<file path="src/rtl/bin_to_bcd_seq_pkg.sv">
// Shared types and helpers for the sequential binary-to-BCD converter.
// Holds the FSM state encoding, the BCD digit type and the double-dabble correction.
package bcd_pkg;

  typedef enum logic [1:0] {
    ST_IDLE  = 2'd0,
    ST_SHIFT = 2'd1,
    ST_DONE  = 2'd2
  } state_e;

  typedef logic [3:0] bcd_digit_t;

  // A digit of 5 or more would exceed 9 after doubling, so pre-bias it by 3.
  function automatic bcd_digit_t add3(input bcd_digit_t d);
    return (d >= 4'd5) ? bcd_digit_t'(d + 4'd3) : d;
  endfunction

endpackage

</file>
<file path="src/rtl/bin_to_bcd_seq_digit_cell.sv">
// One BCD scratch digit of the double-dabble chain: add-3 correction, then shift
// left one bit, taking shift_in at the bottom and passing the corrected bit 3 upward.
module bcd_digit_cell
  import bcd_pkg::*;
(
  input  logic       clk,
  input  logic       reset,
  input  logic       clear,
  input  logic       shift_en,
  input  logic       shift_in,
  output logic       shift_out,
  output bcd_digit_t digit
);

  bcd_digit_t corrected;

  assign corrected = add3(digit);
  assign shift_out = corrected[3];

  always_ff @(posedge clk or posedge reset) begin
    if (reset) begin
      digit <= '0;
    end else if (clear) begin
      digit <= '0;
    end else if (shift_en) begin
      digit <= {corrected[2:0], shift_in};
    end
  end

endmodule

</file>
<file path="src/rtl/bin_to_bcd_seq.sv">
// Sequential binary-to-BCD converter: one double-dabble step per clock, WIDTH steps
// per conversion, result registered in DONE with a single-cycle valid pulse.
module bin_to_bcd_seq
  import bcd_pkg::*;
#(
  parameter int WIDTH  = 32,
  parameter int DIGITS = 10
) (
  input  logic                         clk,
  input  logic                         reset,
  input  logic                         start,
  input  logic [WIDTH-1:0]             bin_in,
  output logic                         ready,
  output logic                         valid,
  output logic [4*DIGITS-1:0]          bcd,
  output logic [$clog2(DIGITS+1)-1:0]  sig_digits,
  output logic                         overflow
);

  localparam int CW = $clog2(WIDTH + 1);
  localparam int SW = $clog2(DIGITS + 1);

  localparam logic [1:0] IDLE  = ST_IDLE;
  localparam logic [1:0] SHIFT = ST_SHIFT;
  localparam logic [1:0] DONE  = ST_DONE;

  logic [1:0]          state;
  logic [WIDTH-1:0]    operand;
  logic [CW-1:0]       count;
  logic                ovf_sticky;
  logic                load;
  logic                shift_en;
  logic [DIGITS:0]     carry;
  logic [4*DIGITS-1:0] scratch;
  logic [SW-1:0]       sig_next;

  assign ready    = (state == IDLE);
  assign load     = (state == IDLE) && start;
  assign shift_en = (state == SHIFT);
  assign carry[0] = operand[WIDTH-1];

  // The carry chain runs units -> top digit; whatever leaves the top digit is overflow.
  for (genvar g = 0; g < DIGITS; g++) begin : g_digit
    bcd_digit_cell u_cell (
      .clk       (clk),
      .reset     (reset),
      .clear     (load),
      .shift_en  (shift_en),
      .shift_in  (carry[g]),
      .shift_out (carry[g+1]),
      .digit     (scratch[4*g +: 4])
    );
  end

  always_comb begin
    sig_next = SW'(1);
    for (int k = 0; k < DIGITS; k++) begin
      if (scratch[4*k +: 4] != 4'd0) begin
        sig_next = SW'(k + 1);
      end
    end
  end

  // Outputs only change on the DONE->IDLE edge so they hold between results.
  always_ff @(posedge clk or posedge reset) begin
    if (reset) begin
      state      <= IDLE;
      operand    <= '0;
      count      <= '0;
      ovf_sticky <= 1'b0;
      valid      <= 1'b0;
      bcd        <= '0;
      sig_digits <= '0;
      overflow   <= 1'b0;
    end else begin
      valid <= 1'b0;
      case (state)
        IDLE: begin
          if (start) begin
            operand    <= bin_in;
            count      <= CW'(WIDTH);
            ovf_sticky <= 1'b0;
            state      <= SHIFT;
          end
        end
        SHIFT: begin
          operand <= operand << 1;
          count   <= count - CW'(1);
          if (carry[DIGITS]) begin
            ovf_sticky <= 1'b1;
          end
          if (count == CW'(1)) begin
            state <= DONE;
          end
        end
        DONE: begin
          bcd        <= scratch;
          sig_digits <= sig_next;
          overflow   <= ovf_sticky;
          valid      <= 1'b1;
          state      <= IDLE;
        end
        default: state <= IDLE;
      endcase
    end
  end

endmodule

</file>
<file path="config.mk">
export PLATFORM = sky130hd
export DESIGN_NAME = bin_to_bcd_seq
export DESIGN_NICKNAME = d
export VERILOG_FILES = /design/src/rtl/bin_to_bcd_seq_pkg.sv /design/src/rtl/bin_to_bcd_seq_digit_cell.sv /design/src/rtl/bin_to_bcd_seq.sv
export SDC_FILE = /design/constraint.sdc
export NUM_CORES = 1
export LEC_CHECK = 0
export ABC_AREA = 0
export BUFFER_PORTS_ARGS = -buffer_cell sky130_fd_sc_hd__buf_2
export CORE_MARGIN = 1.5
export CORE_UTILIZATION = 43
export DETAILED_ROUTE_END_ITERATION = 16
export PLACE_DENSITY = 0.75
export SLEW_MARGIN = 20
export SYNTH_ARGS = -nofsm -noshare
export SYNTH_HDL_FRONTEND = slang
export SYNTH_SLANG_ARGS = --single-unit
</file>
<file path="constraint.sdc">
create_clock -name clk -period 3.75 [get_ports clk]
set_input_delay 0.375 -clock clk [delete_from_list [all_inputs] [get_ports clk]]
set_output_delay 0.375 -clock clk [all_outputs]
set_load 0.05 [all_outputs]
</file>
==> reports/results.ini <==
[critical_path]
cp-end-kind = flip-flop
crit_top_cell = nand2_1
cpPeakStageDelay_ns = 0.97
reg2reg_from = state[1]
crit_path_start = state[1]
worst-endpoint-required_ns = 4.10
reg2reg_depth = 4
crit_fanout = 37
criticalPathCategory = flip-flop to flip-flop
ff2ff_setup_slack_ns = 1.12
critical_path_buf_inv_count = 1
cpLargestDelayFamily = flip-flops
regToRegEndpoint = bcd[31]
worstPathArrival_ns = 2.97
setup.worst_path.start_class = flip-flop
crit_slowest_cell = dfrtp_1
crit_chain = nand2b_2 -> inv_1 -> nand2_1 -> nand2_1

[min_path]
worstHoldPathCells = 2
hold_start = bin_in[0]
hold-path-endpoint = operand[0]
hold_class = input port to flip-flop

[synth]
synth_top_area_share_pct = 52.25
synth_cell_types = 44
synthAdderAreaFrac_pct = 4.526
seq_area_frac_synth_pct = 52.25
synth_compound_area_share_pct = 17.82
syn_area_mm2 = 0.006082
synth_nets = 671
synth_top_family_by_area = compound AO/OA/AOI/OAI gates
synth_area_leader_cell = dfrtp_1
syn_area_per_cell_um2 = 9.906
syn_inst = 614
ys_ff_latch = 127
synth_edf_count = 0
ys_warn_count = 0
synth_ff_type = dfrtp_1
synth-xor-area-share_pct = 1.728
synth_area_leaders = dfrtp_1 52%, nand2_1 7.7%, o21ai_0 5.5%
synth-simple-area-share_pct = 17.61
muxShareOfSynthArea_pct = 1.666
synthArstFlopShare_pct = 100.0

[place]
place_congestion = 0.7928
placed_cells = 842
placed_cell_area_mm2 = 0.006595
hpwl_um = 8768
post-place-ws_ns = 1.129
port_buffers = 81

[final_layout]
n_antenna_cell = 0
final_cell_mix = 127 x dfrtp_1, 124 x nand2_1, 81 x buf_2
design_area_mm2 = 0.007154
syn2layout_area_growth_pct = 17.63
nNetsFinal = 740
drive_gt1_share_pct = 17.89
final_cells = 873
fin_util_pct = 51.74
final_common_cell = dfrtp_1

[clock_network]
clkLatencyLatePin_ns = 0.41
cts_buffer_depth = 2
clk_pin_slew_worst_paths_ns = 0.05
clkSinkCount = 127
cts-resized-gates = 0
cts-root-buf = clkbuf_16
cts_tree = yes
cts_setup_buffers = 0
cts_made_buffers = 17
h-tree-depth = 4

[floorplanning]
core_mm2 = 0.01383
rows = 43
die_x_um = 121.9
start_util_pct = 43.99
dieArea_mm2 = 0.01487
io_pins = 82
die_y_um = 121.9

[grt]
grt_util_met2_pct = 30.51
grt.overflow.total = 0
grt_max_degree = 82
use_met1_pct = 25.84
grt_util_met3_pct = 4.728
grt_pass1_vias = 4536
busiest_layer = met2
antenna_found_initial = 0
grt_pass1_wl_um = 22250
globalRouteTotalUtil_pct = 19.17

[sta]
maxSlewHeadroom_pct = 35.75
fmax_ghz = 0.3806
maxSlewViolCount = 0
fin_worst_skew_ns = 0.008966
min_period_over_period_pct = 70.07
fin_ws_ns = 1.123
finalSetupViolations = 0
tightest_slew_ns = 0.9637
setup_tns_ns = 0
finalHoldViolCount = 0
fin_crit_ns = 2.627
rsz0062_at_grt = false

[power]
pwr-share-clk_pct = 22.6
p_per_area_mw_per_mm2 = 915.1
ir_drop_mv = 0.3695
comb_power_share_pct = 42.2
p_seq_share_pct = 35.2
p_sw_share_pct = 40.96
p_leak_nw = 3.606
p_int_w = 0.003865
p_switching_w = 0.002682

[run]
maxCapViolations = 0

[routing]
firstDrtPassIters = 6
vias = 4743
drc_errors = 0
antenna_left = 0
wl_um = 13290
avgRoutedWirePerCell_um = 15.22
viasPerCell = 5.433
drt_iter0_drc = 355

[outcome]
outcome = completed

-- cells by family after synthesis --
group / count (synthesis)
muxes: 10
xor gates and xnor gates: 12
adders and majority gates: 22
and+or+nand+nor: 199
DFF: 127
AOI/OAI and AO/OA: 181
buffers and inverters: 63
-- synth_stat cells (2+ instances only) --
| cell type | count |
|---|---|
| dfrtp_1 | 127 |
| nand2_1 | 124 |
| o21ai_0 | 67 |
| a21oi_1 | 51 |
| and3b_1 | 31 |
| inv_1 | 25 |
| ha_1 | 22 |
| o22ai_1 | 19 |
| buf_2 | 17 |
| clkbuf_1 | 17 |
| nand2b_1 | 13 |
| nor3b_1 | 13 |
| a32o_1 | 11 |
| xnor2_1 | 11 |
| o31ai_1 | 10 |
| a22o_1 | 9 |
| mux2i_1 | 9 |
| nor2_1 | 3 |
| o21ai_1 | 3 |
| or3b_2 | 3 |
| a211oi_1 | 2 |
| clkbuf_2 | 2 |
| nand3_1 | 2 |
| nor3_1 | 2 |
| nor4b_4 | 2 |
-- cell type report --
cell class                      count  area (um^2)
Sequential cell                   127         3178
Inverter                           25        97.59
Clock inverter                      7        65.06
Timing Repair Buffer               88        485.5
Tap cell                          180        225.2
Multi-Input combinational cell    424         2639
Clock buffer                       22        464.2
Fill cell                        1215         6673
-- power by group through the flow --
| stage | clock [W] | sequential, W | combinational, W |
|---|---|---|---|
| after floorplan | 0 | 0.00259 | 0.00183 |
| after global placement | 0 | 0.00228 | 0.00260 |
| after detailed placement | 0 | 0.00232 | 0.00274 |
| after CTS | 0.00151 | 0.00230 | 0.00277 |
| after global routing | 0.00156 | 0.00237 | 0.00307 |
| final | 0.00148 | 0.00231 | 0.00276 |
-- per-stage QoR --
step | hold WS (ns) | power, W
2_1_floorplan | 0.4386 | 0.004423
3_3_place_gp | 0.4544 | 0.004881
3_5_place_dp | 0.4603 | 0.005062
4_1_cts | 0.1966 | 0.006586
5_1_grt | 0.2042 | 0.007010
6_report | 0.2149 | 0.006547
-- sequential cells by signal (all words and copies together) (netlist names) --
register	cells
bcd	40
count	6
g_digit.u_cell.digit	40
operand	32
overflow	1
ovf_sticky	1
sig_digits	4
state	2
valid	1
-- worst max path at each step --
| stage | cells after the start | endpoint |
|---|---|---|
| floorplan | 1 | bcd[0] |
| global placement | 4 | sig_digits[1] |
| detailed placement | 4 | bcd[31] |
| CTS | 4 | bcd[31] |
| global route | 4 | bcd[19] |
| finish | 4 | bcd[31] |
-- metal layers --
metal	vias to the layer above	share of wire, %	wire length (um)
li1	2300	-	-
met1	2297	46	6093
met2	139	49	6452
met3	7	4.8	644
met4	0	0.72	95
met5	-	0	0
-- repair_timing --
action	in CTS	in global routing
endpoints found under the hold margin	0	15
hold buffers	0	1
setup endpoints to repair	0	0
(Power assumes the default switching activity.)
